File: src/rtl/fp_wb_arbiter_sp.sv
// fp_wb_arbiter_sp: writeback arbiter for the SP FP units feeding one registered output stage.
// Round-robin by default; define FP_WB_FIXED_PRIO_EN for fixed lowest-index-wins priority.
module fp_wb_arbiter_sp #(
    parameter int NUM_UNITS = 4,
    parameter int ID_W      = 3,
    parameter int DATA_W    = 32
) (
    input  logic                        clk,
    input  logic                        rst_n,
    input  logic [NUM_UNITS-1:0]        unit_done,
    input  logic [NUM_UNITS*ID_W-1:0]   unit_id,
    input  logic [NUM_UNITS*DATA_W-1:0] unit_rd,
    output logic [NUM_UNITS-1:0]        unit_ack,
    output logic                        wb_valid,
    output logic [ID_W-1:0]             wb_id,
    output logic [DATA_W-1:0]           wb_rd,
    output logic [$clog2(NUM_UNITS)-1:0] wb_unit,
    input  logic                        wb_ready
);
    localparam int UW = $clog2(NUM_UNITS);

    logic              wb_valid_q, wb_valid_d;
    logic [ID_W-1:0]   wb_id_q, wb_id_d;
    logic [DATA_W-1:0] wb_rd_q, wb_rd_d;
    logic [UW-1:0]     wb_unit_q, wb_unit_d;
    logic              advance, found, grant;
    logic [UW-1:0]     grant_idx;

    assign advance = !wb_valid_q || wb_ready;
    assign grant   = advance && found;

`ifdef FP_WB_FIXED_PRIO_EN
    // Unit 0 (div/sqrt) always wins so the slow pipe is never starved.
    always_comb begin
        found     = 1'b0;
        grant_idx = '0;
        for (int k = NUM_UNITS - 1; k >= 0; k--) begin
            if (unit_done[k]) begin
                found     = 1'b1;
                grant_idx = UW'(k);
            end
        end
    end
`else
    logic [UW-1:0] rr_q, rr_d;

    always_comb begin
        found     = 1'b0;
        grant_idx = '0;
        for (int k = 0; k < NUM_UNITS; k++) begin
            if (!found && unit_done[(int'(rr_q) + k) % NUM_UNITS]) begin
                found     = 1'b1;
                grant_idx = UW'((int'(rr_q) + k) % NUM_UNITS);
            end
        end
        rr_d = !grant ? rr_q : (grant_idx == UW'(NUM_UNITS - 1)) ? '0 : grant_idx + 1'b1;
    end

    always_ff @(posedge clk or negedge rst_n) begin
        if (!rst_n) rr_q <= '0;
        else        rr_q <= rr_d;
    end
`endif

    always_comb begin
        wb_valid_d = advance ? found : wb_valid_q;
        wb_id_d    = grant ? unit_id[grant_idx*ID_W +: ID_W] : wb_id_q;
        wb_rd_d    = grant ? unit_rd[grant_idx*DATA_W +: DATA_W] : wb_rd_q;
        wb_unit_d  = grant ? grant_idx : wb_unit_q;
    end

    always_ff @(posedge clk or negedge rst_n) begin
        if (!rst_n) begin
            wb_valid_q <= 1'b0;
            wb_id_q    <= '0;
            wb_rd_q    <= '0;
            wb_unit_q  <= '0;
        end else begin
            wb_valid_q <= wb_valid_d;
            wb_id_q    <= wb_id_d;
            wb_rd_q    <= wb_rd_d;
            wb_unit_q  <= wb_unit_d;
        end
    end

    // Ack is suppressed asynchronously during reset so no unit drops a result.
    assign unit_ack = (rst_n && grant) ? (NUM_UNITS'(1) << grant_idx) : '0;
    assign wb_valid = wb_valid_q;
    assign wb_id    = wb_id_q;
    assign wb_rd    = wb_rd_q;
    assign wb_unit  = wb_unit_q;

`ifndef SYNTHESIS
    a_ack_onehot: assert property (@(posedge clk) $onehot0(unit_ack));
    a_ack_done:   assert property (@(posedge clk) (unit_ack & ~unit_done) == '0);
    a_wb_stable:  assert property (@(posedge clk) disable iff (!rst_n)
        wb_valid_q && !wb_ready |=> wb_valid_q && $stable({wb_id_q, wb_rd_q, wb_unit_q}));
`endif
endmodule

File: config.mk
export PLATFORM = sky130hd
export DESIGN_NAME = fp_wb_arbiter_sp
export DESIGN_NICKNAME = d
export VERILOG_FILES = /design/src/rtl/fp_wb_arbiter_sp.sv
export SDC_FILE = /design/constraint.sdc
export NUM_CORES = 1
export LEC_CHECK = 0
export CAP_MARGIN = 40
export CORE_ASPECT_RATIO = 0.8
export CORE_MARGIN = 5
export CORE_UTILIZATION = 35
export CTS_CLUSTER_SIZE = 24
export DETAILED_ROUTE_END_ITERATION = 8
export DONT_BUFFER_PORTS = 1
export PLACE_DENSITY = 0.61
export SLEW_MARGIN = 40
export SYNTH_ARGS = -nofsm -noshare
export SYNTH_HDL_FRONTEND = slang
export SYNTH_SLANG_ARGS = --single-unit
File: constraint.sdc
create_clock -name clk -period 3.45 [get_ports clk]
set_input_delay 0.69 -clock clk [delete_from_list [all_inputs] [get_ports clk]]
set_output_delay 0.69 -clock clk [all_outputs]
set_load 0.01 [all_outputs]
# Word level (Yosys, flattened, before mapping)
# Index checks and enable logic that the tools add are counted.
# word_totals
regBits,40
output_inout_bits,42
wordCells,55
# classes
addsub,4
mul,1
order_cmp,4
n_eq_ne,1
shift,3
n_mux,21
bitwise_logic,3
n_reduce_logical,13
# op_table
op,n
$shiftx 128x8->32,1
$lt 3x4->1 const B,3
$shiftx 12x5->3,1
$mux 1,11
$mux 2,5
$bmux 1 s2,4
$reduce_or 2->1,3
$logic_and 1x1->1,5
$add 2x1->2 const B,2
$add 2x2->2 const B,2
$logic_not 1->1,4
$mul 2x2->4 const B,1
$mux 4,1
$shl 1x2->4 const A,1
$and 1x1->1 const A,3
$lt 2x3->1 const B,1
$eq 2x2->1 const B,1
$logic_or 1x1->1,1

# Logic depth before layout (Yosys ltp)
# Gate-level depths: netlist of run 1.
# depth
depth_word,17
mapped_depth,8

# Least setup slack after synthesis of run 1
# OpenSTA, ideal clock, no wires.
# synth_timing
kind,input to output
from,in unit_done[2]
to,out unit_ack[2]
t_arrival_ns,2.100
required_ns,2.760
setup_slack_ns,0.660
stages,8
path_buffers,2
path_cell_list,nor2b_2 > a2111oi_0 > or2_1 > buf_4 > inv_4 > buf_6 > ha_1 > and3_1
# synth_between
elab_chain_len,15
elab_cells_between_ends,29
classes_between,shift: 1; mux: 20; reduce/logical: 8
# synth_lines
item,line_no,source
from (decl),10,"input logic [NUM_UNITS-1:0] unit_done,"
$bmux 1 s2,51,if (!found && unit_done[(int'(rr_q) + k) % NUM_UNITS]) begin
$mux 1 (implied by the code),51,
$mux 1,51,
$logic_not 1->1,51,
$logic_and 1x1->1,51,
$mux 1,51,
$logic_not 1->1,51,
$logic_and 1x1->1,51,
$mux 1,51,
$logic_not 1->1,51,
$logic_and 1x1->1,51,
$mux 1,51,
$logic_and 1x1->1,30,assign grant = advance && found;
$logic_and 1x1->1,87,assign unit_ack = (rst_n && grant) ? (NUM_UNITS'(1) << grant_idx) : '0;
$mux 4 (*),87,
to (decl),13,"output logic [NUM_UNITS-1:0] unit_ack,"
# Every way passes the cells marked *; elsewhere a longest branch is shown, timed or not. The select of a mux whose other input is x is not followed.

# Final worst setup path of run 1
# Same ends and word-level chain as after synthesis.

==> impl_metrics.tcl, run 1 <==
set metrics [dict create \
    status "complete, no violations" \
    antenna_found_initial 0 \
    grt.total_usage 0.1638 \
    cts_buffers 5 \
    final.period_utilization 0.8270 \
    cp_slowest_cell "a2111oi_0" \
    async_reset_ff_frac 1.000 \
    synth_edf_count 0 \
    nNetsFinal 400 \
    hold_violations 0 \
    synth_area_per_cell_um2 10.15 \
    mostFrequentLayoutCells "mux2i_1 (42), dfrtp_1 (40), nand2_1 (32), o221ai_1 (21), a21oi_1 (15)" \
    wl_per_cell_um 22.83 \
    start_util 0.3549 \
    cts_setup_buffers 0 \
    seq_area_frac_synth 0.3852 \
    ff2ff_setup_slack_ns 1.03 \
    fin_total_pwr_mw 2.166 \
    drc 0 \
    drv_slew 0 \
    cp_max_fo 13 \
    ys.flop_type "dfrtp_1" \
    die_w_um 106.3 \
    wl_um 7808 \
    worstSetupPathType "in -> out" \
    finClkSkew_ns 0.007585 \
    area_growth_pct 5.681 \
    r2r_end "wb_rd[14]$_DFFE_PN0P_" \
    htreeDepth 2 \
    grt_max_degree 44 \
    critical_path_required_ns 2.76 \
    setup_viol_count_final 0 \
    yosys_register_bits 40 \
    drtAntennaViolNets 0 \
    clock_latency_ns 0.29 \
    max_stage_delay_ns 0.42 \
    worstHoldPathType "in -> async" \
    cts.sinks 40 \
    portBuffers 0 \
    num_rows 28 \
    hold_buffers 0 \
    layout_commonest_cell "mux2i_1" \
    clk_pin_slew_ns 0.09 \
    fmax_mhz 350.5 \
    syn_nets 405 \
    die_y_um 87.07 \
    fp.dieArea_um2 9259 \
    ctsLongestPathBuffers 2 \
    drt-pass1-iter-count 4 \
    synth_area_um2 2599 \
    tns_ns 0 \
    cts_tree "built" \
    root_buffer "clkbuf_8" \
    vias_per_cell 6.219 \
    arrival_ns 2.16 \
    max-cap-violations 0 \
    routabilityCongestion 0.8555 \
    path_cells "nor2b_2, a2111oi_0, or2_1, inv_4, ha_1, and3_1" \
    worstMarginPinSlew_ns 0.7053 \
    drt-initial-drc-count 115 \
    grt_pass1_wl_um 11980 \
    ff2ff_path_depth 7 \
    peakVddDrop_mv 0.4447 \
    p_leak_nw 1.243 \
    rsz0062_at_grt "no" \
    overflow 0 \
    diodes 0 \
    core_um2 7322 \
    critPathCaptureType "output port" \
    dpl.hpwl_um 5827 \
    vias 2127 \
    drive_above_1_share 0.1389 \
    cts.repair.resized 0 \
    post-route-min-period_ns 2.853 \
    relSlewSlack 0.5298 \
    r2r_start "rr_q[0]$_DFFE_PN0P_" \
    p_per_area_nw_per_um2 788.6 \
    synthCells 256 \
    pin_count 189 \
    crit_path_start_kind "input port" \
    first_global_vias 2241 \
    yosys_warnings 0 \
    yosysUniqueCellTypes 37 \
]
worst max-delay path, delay by kind of cell:
family	cells	cell delay, ns
compound gates	1	0.42
simple gates	3	0.69
buf+inv	1	0.15
fa+ha+maj	1	0.21
synth_stat cells (all sizes together), types with 3 or more instances:
cell / instances / area, um^2
clkbuf: 10 / 37.54
a221o: 14 / 140.1
inv: 4 / 17.52
nand3: 14 / 70.07
mux2i: 42 / 420.4
o21ai: 16 / 80.07
buf: 10 / 88.83
dfrtp: 40 / 1001
nand2: 33 / 126.4
o221ai: 21 / 183.9
nor2: 3 / 16.26
mux2: 14 / 176.4
nor2b: 3 / 21.27
a21oi: 16 / 83.83
worst max-delay path by stage:
stage | start | to | slack, ns
floorplan | unit_done[2] | unit_ack[2] | 0.66
global placement | unit_done[2] | unit_ack[2] | 0.58
detailed placement | unit_done[2] | unit_ack[2] | 0.60
CTS | unit_done[2] | unit_ack[2] | 0.59
global route | unit_done[2] | unit_ack[2] | 0.42
finish | unit_done[2] | unit_ack[2] | 0.60
registers in the layout (all words and copies together), names as in the netlist:
name	count
wb_valid	1
wb_id	3
rr_q	2
wb_unit	2
wb_rd	32
routing by layer:
layer	global-route usage	vias up	wire length (um)	part of all wire
met3	0.04818	6	595	0.076
met4	0.04000	0	69	0.0088
li1	-	966	-	-
met1	0.2242	1045	3540	0.45
met2	0.2553	110	3603	0.46
met5	0	-	0	0
power by group:
part	switching (mW)	internal [mW]	total (mW)
clock	0.170	0.164	0.334
combinational	0.476	0.415	0.890
sequential	0.265	0.676	0.941
logic make-up after synthesis:
group | count (synthesis) | share of synthesized area
fa+ha+maj | 2 | 0.009628
simple gates | 61 | 0.1093
compound gates | 73 | 0.2109
buf+inv | 24 | 0.05537
flops | 40 | 0.3852
mux | 56 | 0.2297
layout make-up:
cell class / instances / area [um^2]
clock buffer: 8 / 90.09
tap: 90 / 112.6
sequential: 40 / 1001
multi-input combinational: 192 / 1465
inverter: 4 / 17.52
fill: 749 / 4576
timing repair buffer: 8 / 60.06
metrics by stage:
stage | setup slack (ns) | cells | hold WS [ns] | utilization | cell area [um^2]
after floorplan | 0.6603 | 256 | 0.3944 | - | 2599
after global placement | 0.5796 | 334 | 0.3955 | 0.3618 | 2649
after detailed placement | 0.5953 | 334 | 0.3952 | 0.3628 | 2656
after CTS | 0.5914 | 342 | 0.07247 | 0.3751 | 2746
after global routing | 0.4187 | 342 | 0.06133 | 0.3751 | 2746
final | 0.5967 | 342 | 0.08637 | 0.3751 | 2746
Power figures use the tool's default switching activity.
==> inputs of run 2 (changes only) <==
- ABC_AREA: default -> 1
- PLACE_DENSITY: 0.61 -> 0.63
- clock period: 3.45 -> 2.5 ns (I/O delays scaled with it)
==> run 2 against run 1 <==
First-iteration DRC count rose by 44%. Total power rose to 3.5 times the previous value. Sequential share of layout area is 11 points lower.
==> impl_metrics.tcl, run 2 <==
set metrics [dict create \
    status "complete, no violations" \
    fp.dieArea_um2 12320 \
    area_growth_pct 10.35 \
    grt_max_degree 41 \
    arrival_ns 1.97 \
    post-route-min-period_ns 2.467 \
    finClkSkew_ns 0.003419 \
    path_cells "clkinv_4, nand2_1, nand3_1, nand2_2, inv_1, nand3_4, nand2_1, inv_1, nand2_4, nor3_1, buf_4" \
    worstMarginPinSlew_ns 0.4228 \
    fmax_mhz 405.3 \
    synth_edf_count 0 \
    synth_top_family_by_area "simple AND/OR/NAND/NOR gates" \
    synthMostInstantiatedCell "nand2_1" \
    async_reset_ff_frac 1.000 \
    pin_count 189 \
    root_buffer "clkbuf_16" \
    worstSetupPathType "reg -> out" \
    drc 0 \
    yosysTopAreaCell "nand2_1" \
    critical_path_required_ns 2.00 \
    hold_slack_ns 0.06048 \
    wl_um 11020 \
    cp_max_fo 10 \
    crit_path_start_kind "flop" \
    p_per_area_nw_per_um2 1952 \
    cp_slowest_cell "dfrtp_2" \
    clk_pin_slew_ns 0.06 \
    vias 3838 \
    ff2ff_setup_slack_ns 0.24 \
    num_rows 33 \
    routabilityCongestion 0.8858 \
    antenna_found_initial 0 \
    grt.total_usage 0.1686 \
    first_global_vias 3556 \
    yosys_register_bits 40 \
    postLayoutCellArea_um2 3934 \
    seq_area_frac_synth 0.2808 \
    layout_commonest_cell "nand2_1" \
    wl_per_cell_um 14.70 \
    synth_xor_area_frac 0 \
    synth_area_um2 3565 \
    r2r_end "wb_rd[6]$_DFFE_PN0P_" \
    worstHoldPathType "in -> async" \
    yosysUniqueCellTypes 22 \
    cts_buffers 5 \
    synthSimpleGateAreaFrac 0.5426 \
    tns_ns 0 \
    relSlewSlack 0.7181 \
    die_y_um 100.3 \
    drt-initial-drc-count 166 \
    portBuffers 0 \
    drv_slew 0 \
    synth_area_per_cell_um2 5.740 \
    drt-pass1-iter-count 4 \
    overflow 0 \
    drive_above_1_share 0.1049 \
    dpl.hpwl_um 7938 \
    vias_per_cell 5.117 \
    diodes 0 \
    p_leak_nw 2.366 \
    synth_area_leaders "nand2_1 (34%), dfrtp_1 (28%), nand4_1 (12%)" \
    mostFrequentLayoutCells "nand2_1 (311), inv_1 (80), nand4_1 (70), nand3_1 (38), dfrtp_1 (38)" \
    cts.sinks 40 \
    ys.flop_type "dfrtp_1" \
    start_util 0.3524 \
    nNetsFinal 758 \
    htreeDepth 2 \
    cts_tree "built" \
    synth_top_area_frac 0.3370 \
    final.period_utilization 0.9870 \
    max-cap-violations 0 \
    hold_violations 0 \
    synthMuxAreaShare 0 \
    synth_compound_area_frac 0.008073 \
    ctsLongestPathBuffers 2 \
    synthAdderAreaFrac 0.007020 \
    clock_latency_ns 0.28 \
    largest_reg_flops 32 \
    die_w_um 122.8 \
    synthCells 621 \
    core_um2 10120 \
    ys_top_cells_by_count "nand2_1 (320), inv_1 (81), nand4_1 (70), nand3_1 (41), dfrtp_1 (40)" \
    placed_area_um2 3612 \
    max_stage_delay_ns 0.44 \
    syn_nets 770 \
    critPathCaptureType "output port" \
    yosys_warnings 0 \
    r2r_start "rr_q[0]$_DFFE_PN0P_" \
    drtAntennaViolNets 0 \
    grt_pass1_wl_um 16840 \
    final_util 0.3889 \
    ff2ff_path_depth 16 \
    peakVddDrop_mv 1.250 \
    setup_viol_count_final 0 \
]
run 2: cell types whose count changed after synthesis, sizes merged, moves of 3 or more:
cell	delta
a21oi	-16
a221o	-14
buf	+17
clkbuf	+8
inv	+82
mux2	-14
mux2i	-42
nand2	+288
nand3	+31
nand4	+70
nor2b	-3
o21ai	-13
o221ai	-21
run 2: where the power goes:
group,internal [mW],switching (mW)
Clock,0.397,0.246
Sequential,1.02,0.426
Combinational,1.88,3.71
Total,3.29,4.39
run 2: how the worst max path moves through the flow:
stage,startpoint,to,slack [ns],depth (start not counted)
after floorplan,rr_q[0]$_DFFE_PN0P_,unit_ack[3],0.20,15
after global placement,rr_q[0]$_DFFE_PN0P_,unit_ack[2],0.31,11
after detailed placement,rr_q[0]$_DFFE_PN0P_,unit_ack[3],0.20,10
after CTS,rr_q[0]$_DFFE_PN0P_,unit_ack[2],0.01,10
after global routing,rr_q[0]$_DFFE_PN0P_,unit_ack[0],-0.09,11
final,rr_q[0]$_DFFE_PN0P_,unit_ack[0],0.03,11
run 2: kinds of logic after synthesis:
group                    Yosys count
AO/OA/AOI/OAI                      5
adder cells (fa/ha/maj)            2
buffers and inverters            131
flip-flops                        40
AND/OR/NAND/NOR                  443
run 2: final cells by class:
| class | instances | area (um^2) |
|---|---|---|
| Inverter | 86 | 327.8 |
| Tap cell | 140 | 175.2 |
| Clock buffer | 7 | 142.6 |
| Fill cell | 1104 | 6182 |
| Sequential cell | 40 | 1003 |
| Clock inverter | 1 | 7.507 |
| Timing Repair Buffer | 26 | 211.5 |
| Multi-Input combinational cell | 450 | 2066 |
run 2: timing repair:
action                     in CTS  in global routing
setup endpoints to repair       4                  4
hold endpoints to repair       40                  0
pin swaps                       0                  6
gates resized for setup         2                 26
hold buffers                    1                  0
buffers inserted                2                  7
run 2: metrics by stage:
stage / total power, mW / worst slack, ns / cells
global placement: 6.582 / 0.3089 / 732
finish: 7.679 / 0.03253 / 750
floorplan: 5.871 / 0.2002 / 621
CTS: 7.430 / 0.01342 / 743
detailed placement: 6.719 / 0.2036 / 732
global route: 8.600 / -0.08709 / 750
run 2: metal layers:
metal,vias up,GRT usage,routed length [um]
li1,1907,-,-
met1,1743,0.2084,4724
met2,175,0.2814,5081
met3,13,0.05690,1088
met4,0,0.04475,129
met5,-,0,0
run 2: critical path: cells and delay by family (launching register included):
family | cells | cell delay, ns
buffers and inverters | 4 | 0.48
and+or+nand+nor | 7 | 0.77
DFF | 1 | 0.44
==> inputs of run 3 (changes only) <==
- PLACE_DENSITY: 0.63 -> 0.61
- clock period: 2.5 -> 2.3 ns (I/O delays scaled with it)
==> run 3 against run 2 <==
Global-route usage increased by 1.7 points. Utilization increased by 2.7 points. First-iteration DRC count is 31% higher. The flow now finishes with violations (setup timing). Clock power rose by 2%. Highest routed layer unchanged.
==> impl_metrics.tcl, run 3 (synthesis results as in run 2) <==
set metrics [dict create \
    nNetsFinal 764 \
    portBuffers 0 \
    seqPwrFrac 0.171 \
    first_global_vias 3655 \
    setup_slack_ns -0.07755 \
    final.period_utilization 1.034 \
    overflow 0 \
    cts_tree "built" \
    postLayoutCellArea_um2 4209 \
    p_leak_nw 2.470 \
    fmax_mhz 420.6 \
    mostFrequentLayoutCells "nand2_1 (299), inv_1 (77), nand4_1 (70), dfrtp_1 (38), nand3_1 (35)" \
    p_per_area_nw_per_um2 2190 \
    arrival_ns 1.92 \
    clock_latency_ns 0.28 \
    drt-initial-drc-count 218 \
    antenna_found_initial 0 \
    peakVddDrop_mv 0.8925 \
    critPathBufInv 3 \
    highest_layer "met4" \
    met2_length_um 5727 \
    critical_path_required_ns 1.84 \
    rsz0062_at_grt "yes" \
    vias_per_cell 5.160 \
    finClkSkew_ns 0.005333 \
    critPathCaptureType "output port" \
    crit_path_start_kind "flop" \
    cp_slowest_cell "dfrtp_2" \
    wl_um 11770 \
    diodes 0 \
    ctsLongestPathBuffers 2 \
    hold_violations 0 \
    start_util 0.3524 \
    met1_length_um 4985 \
    drtAntennaViolNets 0 \
    htreeDepth 2 \
    p_switching_mw 5.149 \
    grt.total_usage 0.1858 \
    drv_slew 0 \
    placed_area_um2 3670 \
    cpLargestDelayFamily "simple AND/OR/NAND/NOR gates" \
    violations "setup timing" \
    num_rows 33 \
    cp_max_fo 5 \
    path_cells "buf_6, nand2_1, nand2_2, nand2_1, nand2_1, nand2_2, nand2_2, nand2_2, nand3_4, inv_4, ha_4, inv_2, nor2_4" \
    cts_buffers 5 \
    comb_power_share 0.758 \
    root_buffer "clkbuf_16" \
    worstMarginPinSlew_ns 0.4291 \
    post-route-min-period_ns 2.378 \
    die_w_um 122.8 \
    routabilityCongestion 0.8396 \
    vias 3896 \
    max_stage_delay_ns 0.47 \
    p_int_mw 4.070 \
    status "finished, violations left" \
    dp_slack_ns 0.01130 \
    worstHoldPathType "in -> async" \
    fp.dieArea_um2 12320 \
    relSlewSlack 0.7140 \
    nFillCells 1073 \
    area_growth_pct 18.08 \
    cp_common_cell "nand2_2" \
    pin_count 189 \
    route.met3.wl_um 915 \
    worstSetupPathType "reg -> out" \
    die_y_um 100.3 \
    switching_share 0.5585 \
    clk_pin_slew_ns 0.06 \
    cts.sinks 40 \
    power_frac_clock 0.071 \
    drive_above_1_share 0.1463 \
    core_um2 10120 \
    grt_pass1_wl_um 18320 \
    dpl.hpwl_um 8188 \
    setup_viol_count_final 4 \
    drt-pass1-iter-count 4 \
    layout_commonest_cell "nand2_1" \
    largest_reg_flops 32 \
    wl_per_cell_um 15.58 \
    grt_max_degree 53 \
    max-cap-violations 0 \
    drc 0 \
]
## run 3: stage by stage
step	total power, mW	std cells	utilization	hold WS, ns	TNS, ns
after global routing	10.25	755	0.4161	0.03118	-1.418
after global placement	7.485	733	0.3628	0.1659	0
after CTS	9.042	753	0.4080	0.03064	-0.02005
after floorplan	6.381	621	-	0.1644	0
final	9.219	755	0.4161	0.02601	-0.2353
after detailed placement	7.622	733	0.3628	0.1659	0
## run 3: final cells by class
type	count	area, um^2	share of cell area
multi-input cells	450	2211	0.5253
flip-flops and latches	40	1003	0.2384
repair buffers	31	347.8	0.08264
inverters	86	332.8	0.07907
well taps	140	175.2	0.04162
clock buffers	6	128.9	0.03062
clock inverters	1	5.005	0.001189
repair inverters	1	5.005	0.001189
## run 3: worst reg2reg max path: cells and delay by family, from the launching register on
kind / cells / cell delay (ns)
flip-flops: 1 / 0.47
AND/OR/NAND/NOR: 14 / 0.99
buffers and inverters: 4 / 0.63
## run 3: timing repair
item	in CTS	in global routing
cloned	0	1
hold buffers	1	0
buffers inserted	12	2
pin swaps	29	4
hold endpoints to repair	40	0
gates resized for setup	53	17
endpoints found under the setup margin	4	39
## run 3: final timing paths
path,start,end,slack [ns],cells past startpoint
hold / removal,rst_n,wb_rd[30]$_DFFE_PN0P_,0.03,1
hold reg to reg,wb_rd[30]$_DFFE_PN0P_,wb_rd[30]$_DFFE_PN0P_,0.55,2
setup / recovery,rr_q[0]$_DFFE_PN0P_,unit_ack[3],-0.08,13
max in group asynchronous,rst_n,rr_q[0]$_DFFE_PN0P_,2.06,1
min in group clk,wb_ready,wb_valid$_DFFE_PN0P_,0.44,3
setup reg to reg,rr_q[0]$_DFFE_PN0P_,wb_rd[14]$_DFFE_PN0P_,0.09,18
## run 3: power by group through the flow
| stage | Combinational [mW] | Clock [mW] | Sequential, mW |
|---|---|---|---|
| 2_1_floorplan | 4.94 | 0 | 1.44 |
| 3_3_place_gp | 5.90 | 0 | 1.58 |
| 3_5_place_dp | 6.04 | 0 | 1.58 |
| 4_1_cts | 6.78 | 0.687 | 1.58 |
| 5_1_grt | 7.91 | 0.723 | 1.63 |
| 6_report | 6.99 | 0.656 | 1.57 |
## run 3: routing by layer
metal  vias to the layer above  global-route usage
met5                         -                   0
met4                         0             0.03442
met3                        17             0.04338
met2                       159              0.3255
met1                      1794              0.2346
li1                       1926                   -
